--- src/rtl/ps2_packet_decoder.sv ---
// Assembles 3-byte PS/2 mouse packets into button states and a clamped cell-grid cursor position.
// Latency: 2 cycles from the byte2 strobe. No backpressure; optional macro PS2_MOUSE_ACCEL_EN doubles large deltas.
module ps2_packet_decoder #(
    parameter int SCREEN_WIDTH      = 160,
    parameter int SCREEN_HEIGHT     = 120,
    parameter int CELL_WIDTH        = 5,
    parameter int SENSITIVITY_SHIFT = 2,
    parameter int TIMEOUT_CYCLES    = 50000
) (
    input  logic       iClk,
    input  logic       iResetn,
    input  logic [7:0] iByte,
    input  logic       iByteValid,
    output logic       oBtnL,
    output logic       oBtnR,
    output logic       oBtnM,
    output logic [7:0] oX_cell,
    output logic [7:0] oY_cell,
    output logic       oPacketValid,
    output logic       oSyncError
);

    localparam int MAX_X_CELL = SCREEN_WIDTH / CELL_WIDTH - 1;
    localparam int MAX_Y_CELL = SCREEN_HEIGHT / CELL_WIDTH - 1;
    localparam int SH         = SENSITIVITY_SHIFT;
    localparam int TW         = $clog2(TIMEOUT_CYCLES + 1);

    localparam logic signed [9:0] MAX_X10 = 10'(MAX_X_CELL);
    localparam logic signed [9:0] MAX_Y10 = 10'(MAX_Y_CELL);
    localparam logic [TW-1:0]     T_LAST  = TW'(TIMEOUT_CYCLES - 1);

    typedef enum logic [1:0] {WAIT_B0, WAIT_B1, WAIT_B2, APPLY} state_t;

    state_t        state;
    logic [7:0]    byte0, byte1, byte2;
    logic [SH-1:0] acc_x, acc_y;
    logic [TW-1:0] tcnt;

    function automatic logic signed [11:0] axis_delta(input logic sign, input logic [7:0] low,
                                                      input logic ovf);
        logic signed [11:0] d;
        d = ovf ? 12'sd0 : $signed({{4{sign}}, low});
`ifdef PS2_MOUSE_ACCEL_EN
        if (d >= 12'sd32 || d <= -12'sd32)
            d = d <<< 1;
`endif
        return d;
    endfunction

    logic signed [11:0] dx, dy, sum_x, sum_y, step_x, step_y;
    logic signed [9:0]  pos_x, pos_y;
    logic [7:0]         new_x, new_y;
    logic [SH-1:0]      new_acc_x, new_acc_y;

    // Remainder kept as the low bits of the sum, so it is always non-negative.
    always_comb begin
        dx        = axis_delta(byte0[4], byte1, byte0[6]);
        dy        = axis_delta(byte0[5], byte2, byte0[7]);
        sum_x     = $signed({{(12-SH){1'b0}}, acc_x}) + dx;
        sum_y     = $signed({{(12-SH){1'b0}}, acc_y}) + dy;
        step_x    = sum_x >>> SH;
        step_y    = sum_y >>> SH;
        pos_x     = $signed({2'b00, oX_cell}) + step_x[9:0];
        pos_y     = $signed({2'b00, oY_cell}) - step_y[9:0];
        new_acc_x = sum_x[SH-1:0];
        new_acc_y = sum_y[SH-1:0];
        new_x     = pos_x[7:0];
        new_y     = pos_y[7:0];
        if (pos_x < 10'sd0) begin
            new_x     = 8'd0;
            new_acc_x = '0;
        end else if (pos_x > MAX_X10) begin
            new_x     = MAX_X10[7:0];
            new_acc_x = '0;
        end
        if (pos_y < 10'sd0) begin
            new_y     = 8'd0;
            new_acc_y = '0;
        end else if (pos_y > MAX_Y10) begin
            new_y     = MAX_Y10[7:0];
            new_acc_y = '0;
        end
    end

    always_ff @(posedge iClk or negedge iResetn) begin
        if (!iResetn) begin
            state        <= WAIT_B0;
            byte0        <= 8'd0;
            byte1        <= 8'd0;
            byte2        <= 8'd0;
            acc_x        <= '0;
            acc_y        <= '0;
            tcnt         <= '0;
            oBtnL        <= 1'b0;
            oBtnR        <= 1'b0;
            oBtnM        <= 1'b0;
            oX_cell      <= 8'(MAX_X_CELL / 2);
            oY_cell      <= 8'(MAX_Y_CELL / 2);
            oPacketValid <= 1'b0;
            oSyncError   <= 1'b0;
        end else begin
            oPacketValid <= 1'b0;
            oSyncError   <= 1'b0;
            case (state)
                WAIT_B0, APPLY: begin
                    if (state == APPLY) begin
                        oBtnL        <= byte0[0];
                        oBtnR        <= byte0[1];
                        oBtnM        <= byte0[2];
                        oX_cell      <= new_x;
                        oY_cell      <= new_y;
                        acc_x        <= new_acc_x;
                        acc_y        <= new_acc_y;
                        oPacketValid <= 1'b1;
                    end
                    // A byte arriving during APPLY is treated as a fresh byte0.
                    tcnt  <= '0;
                    state <= WAIT_B0;
                    if (iByteValid) begin
                        if (iByte[3]) begin
                            byte0 <= iByte;
                            state <= WAIT_B1;
                        end else begin
                            oSyncError <= 1'b1;
                        end
                    end
                end
                WAIT_B1, WAIT_B2: begin
                    if (iByteValid) begin
                        tcnt <= '0;
                        if (state == WAIT_B1) begin
                            byte1 <= iByte;
                            state <= WAIT_B2;
                        end else begin
                            byte2 <= iByte;
                            state <= APPLY;
                        end
                    end else if (tcnt == T_LAST) begin
                        tcnt  <= '0;
                        state <= WAIT_B0;
                    end else begin
                        tcnt <= tcnt + 1'b1;
                    end
                end
                default: state <= WAIT_B0;
            endcase
        end
    end

endmodule

--- config.mk ---
export PLATFORM = sky130hd
export DESIGN_NAME = ps2_packet_decoder
export DESIGN_NICKNAME = d
export VERILOG_FILES = /design/src/rtl/ps2_packet_decoder.sv
export SDC_FILE = /design/constraint.sdc
export NUM_CORES = 1
export LEC_CHECK = 0
export BUFFER_PORTS_ARGS = -buffer_cell sky130_fd_sc_hd__buf_2
export CORE_MARGIN = 2
export CORE_UTILIZATION = 45
export CTS_BUF_LIST = sky130_fd_sc_hd__clkbuf_4 sky130_fd_sc_hd__clkbuf_8 sky130_fd_sc_hd__clkbuf_16
export DETAILED_ROUTE_END_ITERATION = 6
export PLACE_DENSITY_LB_ADDON = 0.15
export SETUP_SLACK_MARGIN = 0.02
export SLEW_MARGIN = 10
export SYNTH_ARGS = -nofsm -noshare
export SYNTH_HDL_FRONTEND = slang
export SYNTH_SLANG_ARGS = --single-unit
--- constraint.sdc ---
create_clock -name iClk -period 5 [get_ports iClk]
set_input_delay 0.25 -clock iClk [delete_from_list [all_inputs] [get_ports iClk]]
set_output_delay 0.25 -clock iClk [all_outputs]
set_load 0.02 [all_outputs]
## Word level (Yosys, flattened, before mapping)

Index checks and enable logic that the tools add are counted.
Widths: inputs -> output; s select.

| storage, ports and cells | value |
|---|---|
| register bits after elaboration | 67 |
| input bits | 11 |
| output and inout bits | 21 |
| logic and storage cells | 60 |

| cells by class | value |
|---|---|
| add/sub/neg operators | 5 |
| magnitude comparators | 4 |
| equal/unequal tests | 5 |
| multiplexer cells | 24 |
| bitwise logic cells | 1 |
| reductions and logical operators | 7 |

Operator list:

| operator | number |
|---|---|
| $mux 16 | 2 |
| $mux 8 | 4 |
| $pmux 16 s2 | 1 |
| $add 3x12->12 | 2 |
| $mux 12 | 2 |
| $gt 10x6->1 const B | 2 |
| $lt 10x1->1 const B | 2 |
| $add 16x1->16 const B | 1 |
| $eq 16x16->1 const B | 1 |
| $mux 2 | 6 |
| $add 8x10->10 | 1 |
| $sub 8x10->10 | 1 |
| $reduce_and 3->1 | 3 |
| $mux 1 | 8 |
| $eq 2x2->1 const B | 2 |
| $pmux 2 s2 | 1 |
| $reduce_or 2->1 | 2 |
| $ne 3x3->1 const B | 1 |
| $eq 2x1->1 const B | 1 |
| $logic_not 2->1 | 1 |
| $reduce_and 2->1 | 1 |
| $not 1->1 | 1 |

## Depth between registers and ports, before layout

| logic depth | value |
|---|---|
| depth in word-level cells | 6 |
| mapped depth | 17 |
| mapped depth without buffers | 15 |

## Worst setup path before layout

OpenSTA, ideal clock, no wires.

| path | value |
|---|---|
| path type | register -> register |
| start point | reg byte0[7] |
| end point | reg oY_cell[3] |
| library setup time | 0.089 ns |
| data arrival time | 3.833 ns |
| data required time | 4.911 ns |
| setup slack | 1.078 ns |
| cell stages (with the launch flop) | 16 |
| path buffers | 1 |
| clock period less this slack | 3.922 ns |
| cell sequence | dfrtp_1 -> clkbuf_1 -> nand2b_1 -> inv_1 -> ha_1 -> a21oi_1 -> nand2b_1 -> xnor2_1 -> nand2b_1 -> fa_1 -> a211o_1 -> a211o_1 -> a221oi_2 -> xnor2_1 -> or4_4 -> o32ai_2 |

| between the ends | value |
|---|---|
| longest elaborated chain between the ends | 6 |
| elaborated cells on any way between the ends | 7 |
| classes of those cells | add/sub: 2; order compare: 2; mux: 3 |

Ends and longest elaborated chain:

| item | RTL line | RTL |
|---|---|---|
| from (decl) | 35 | `logic [7:0] byte0, byte1, byte2;` |
| from (signal assigned) | 121 | `byte0 <= iByte;` |
| $mux 12 * | 42 | `d = ovf ? 12'sd0 : $signed({{4{sign}}, low});` |
| $add 3x12->12 * | 60 | `sum_y = $signed({{(12-SH){1'b0}}, acc_y}) + dy;` |
| $sub 8x10->10 * | 64 | `pos_y = $signed({2'b00, oY_cell}) - step_y[9:0];` |
| $gt 10x6->1 | 79 | `end else if (pos_y > MAX_Y10) begin` |
| $mux 8 | 79 |  |
| $mux 8 * | 76 | `if (pos_y < 10'sd0) begin` |
| to (signal assigned) | 98 | `oY_cell <= 8'(MAX_Y_CELL / 2);` |
| to (signal assigned) | 111 | `oY_cell <= new_y;` |
| to (decl) | 18 | `output logic [7:0] oY_cell,` |

Mark *: on every way between the ends. The rest lies on a longest branch, timed or not.
A chain may end at the register's enable or synchronous reset.

## Worst setup path in the final report

| path | value |
|---|---|
| start point | reg byte0[7] |
| end point | reg acc_y[1] |

| between the ends | value |
|---|---|
| longest elaborated chain between the ends | 6 |
| elaborated cells on any way between the ends | 7 |
| classes of those cells | add/sub: 2; order compare: 2; mux: 3 |

Ends and longest elaborated chain:

| item | RTL line | RTL |
|---|---|---|
| $mux 12 * | 42 |  |
| $add 3x12->12 * | 60 |  |
| $sub 8x10->10 | 64 |  |
| $gt 10x6->1 | 79 |  |
| $mux 2 | 79 |  |
| $mux 2 * | 76 |  |
| to (signal assigned) | 113 | `acc_y <= new_acc_y;` |
| to (decl) | 36 | `logic [SH-1:0] acc_x, acc_y;` |

Marked as above.

==> summary.txt <==
Placement
  – Port Buffer Count: 31
  – DP HPWL: 5790 um
  – Post-DP Area: 4290 um2
  – Pre-CTS setup slack: 0.567 ns
  – Placer's final routability congestion estimate: between 0.8 and 0.9

Die
  – Row cnt: 34
  – Die Wd: 98.7 um
  – Core area: 8720 um2
  – I/O pin count: 32
  – Die footprint: 9740 um2
  – Die height: 98.7 um
  – Initial Utilization: between 40% and 50%

STA
  – RSZ-0062 raised after global routing: false
  – Final setup fails: 0
  – Max-slew headroom: 44.3%
  – Worst Setup Slack, final: about 0.52 ns
  – Fin crit share: 89.6%
  – Hold Slack: 0.0806 ns
  – Setup TNS: 0 ns
  – Worst Tran Pin Value: between 0.8 and 0.9 ns
  – Peak Freq: roughly 220 MHz
  – Clock skew: 0.0122 ns
  – Crit path time final: 4.48 ns
  – Pins Over Slew Limit: 0
  – Final Hold Viols: 0

Global route
  – Largest net degree at the start of global routing: 67
  – Vias in the first global route: 2795
  – Initial antenna violation count: 0
  – Grt total ovfl: 0
  – First-pass GRT wire length: 13900 um
  – GRT Total Usage: 17.7%

Synth
  – Yosys top cell by area: dfrtp_1
  – Synth top area cells: dfrtp_1, ha_1, mux2_2
  – Main synth FF type: dfrtp_1
  – Mapped Nets: 440
  – Number of synthesized flops with an enable pin: 0
  – Mapped cell area: 4040 um2
  – Sequential share of the synthesized area: 41.1%
  – Avg Cell Area, Syn: between 10 and 15 um2
  – Synth Register Bits: 66
  – Cells after synthesis: 401
  – Share of the synthesized area in the top cell type: 36.6%
  – Distinct cells, synth: 58
  – Syn. warnings: 0
  – Share of flip-flops with an asynchronous set or reset after synthesis: 100%

Cells and area
  – Ratio of cells with drive above 1 in the final layout: 21.4%
  – Post-Route Utilization: 51.5%
  – Cell area after layout: 4500 um2
  – Ant. Diodes: 0
  – Layout area overhead: 11.4%
  – Commonest non-fill, non-tap cell in the layout: dfrtp_1
  – Nets: 473
  – FILL cells: approximately 800
  – Commonest non-fill, non-tap cells in the layout: dfrtp_1, nor2_1, buf_2

Power
  – Logic pwr share: 52.3%
  – Clk pwr share: 16.7%
  – Peak supply drop: 0.262 mV
  – Pwr dens: 631 nW/um2
  – Seq pwr share: 31.0%
  – LEAKAGE: 2.01 nW
  – Psw: 0.00119 W
  – Sw frac: 42.1%
  – Int Pwr: 0.00164 W

Setup path
  – CP Capture Type: register
  – Worst setup path category: reg -> reg
  – Crit path max fanout: 12
  – Worst Path Required: 5.24 ns
  – Startpoint types: register
  – Critical Path AT: 4.71 ns

Drt
  – Routed Antenna Nets: 0
  – DRT iter0 DRCs: 87
  – Total iterations of the first detailed-routing run: 4
  – Final WL: 8060 um
  – Post-DR vias/cell: 5.44
  – Vias after detailed routing: 2974
  – Per-cell routed wire length: approximately 15 um
  – DRC violations left: 0

Min path
  – Hold WC Path Type: in -> async

CTS
  – Post_cts resized: 0
  – Root buf cell: clkbuf_8
  – CTS H-tree lvls: 3
  – CTS Hold Bufs: 0
  – CTS sink count: 66
  – Worst-path clk slew: 0.09 ns
  – Clock Path Buffers: 2
  – Clk Latency, worst-skew pair: 0.35 ns
  – CTS buffer count: 9
  – # Post-CTS Setup Buffers: 0
  – CTS tree: built

Job
  – Max Cap Viol: 0

Outcome
  – Status: finished, final reports clean
## power groups by stage
stage / Combinational [W] / Clock, W / Sequential, W
global route: 0.00167 / 0.000515 / 0.000910
CTS: 0.00149 / 0.000491 / 0.000883
detailed placement: 0.00148 / 0 / 0.000894
global placement: 0.00146 / 0 / 0.000887
floorplan: 0.00115 / 0 / 0.000903
finish: 0.00148 / 0.000474 / 0.000879
## worst max-delay path, stage by stage (launching register included)
cell and delay, ns:
dfrtp_1 0.49, nor2b_1 0.18, ha_1 0.19, inv_1 0.05, fa_1 0.44, or2_2 0.37, or3_1 0.31, a21o_1 0.18
ha_1 0.36, a21oi_1 0.16, o21ai_0 0.16, o21a_1 0.21, o311ai_0 0.63, nand2_1 0.30, o32ai_1 0.33
## per-layer routing
metal  track usage, %  share of wire [%]  vias to the layer above
met5                0                  0                        -
met4             6.64                1.1                        0
met3             2.91                3.0                        6
met2             27.0                 46                       53
met1             25.6                 50                     1414
li1                 -                  -                     1501
## cells by family after synthesis
logic type | synth area share [%]
and+or+nand+nor | 17.3
AOI/OAI and AO/OA | 15.0
DFF | 41.1
xor gates and xnor gates | 6.73
adders and majority gates | 9.42
buffers and inverters | 2.88
muxes | 7.50
## synthesized netlist by cell type, types with 3 or more instances
| master | number |
|---|---|
| a211o_1 | 4 |
| a211oi_1 | 3 |
| a21o_1 | 4 |
| a21oi_1 | 17 |
| a22oi_1 | 3 |
| a31o_2 | 5 |
| a31oi_1 | 6 |
| and3_1 | 5 |
| clkbuf_1 | 7 |
| dfrtp_1 | 59 |
| dfstp_2 | 7 |
| fa_1 | 4 |
| ha_1 | 24 |
| inv_1 | 16 |
| mux2_2 | 26 |
| nand2_1 | 29 |
| nand2b_1 | 10 |
| nand3_1 | 11 |
| nand4_1 | 5 |
| nor2_1 | 39 |
| nor2b_1 | 23 |
| nor3_1 | 3 |
| nor4_1 | 3 |
| o211ai_1 | 5 |
| o21a_1 | 4 |
| o21ai_0 | 8 |
| o221ai_1 | 3 |
| o31ai_1 | 3 |
| xnor2_1 | 17 |
| xor2_1 | 14 |
## metrics by stage
stage / std cells / total power (W)
6_report: 547 / 0.00284
5_1_grt: 547 / 0.00310
4_1_cts: 547 / 0.00286
3_5_place_dp: 531 / 0.00237
3_3_place_gp: 531 / 0.00235
2_1_floorplan: 401 / 0.00206
## layout make-up
class | instances | area [um2] | area share (%)
inverters | 16 | 60.1 | 1.34
flip-flops and latches | 66 | 1660 | 36.9
clock buffers | 10 | 138 | 3.06
multi-input cells | 308 | 2260 | 50.3
clock inverters | 6 | 72.6 | 1.61
repair buffers | 33 | 170 | 3.79
well taps | 108 | 135 | 3.01
## flip-flops by register name (all words and copies together) (netlist names)
name / count
oX_cell: 8
oBtnM: 1
byte2: 8
state: 2
tcnt: 16
oSyncError: 1
oBtnL: 1
oPacketValid: 1
acc_y: 2
acc_x: 2
oBtnR: 1
oY_cell: 8
byte1: 8
byte0: 7
## path summary, 6_finish.rpt
| path | start | end | slack (ns) | depth (start not counted) |
|---|---|---|---|---|
| worst min-delay path | iResetn | oX_cell[4] | 0.08 | 2 |
| worst max-delay path | byte0[7] | acc_y[1] | 0.52 | 14 |
| worst max register to register | byte0[7] | acc_y[1] | 0.52 | 14 |
| worst min register to register | tcnt[0] | tcnt[0] | 0.47 | 1 |
| max in group asynchronous | iResetn | byte0[1] | 4.36 | 2 |
| min in group iClk | iByte[3] | oSyncError | 0.11 | 2 |
Note: power is estimated with default switching activity, not from simulation.
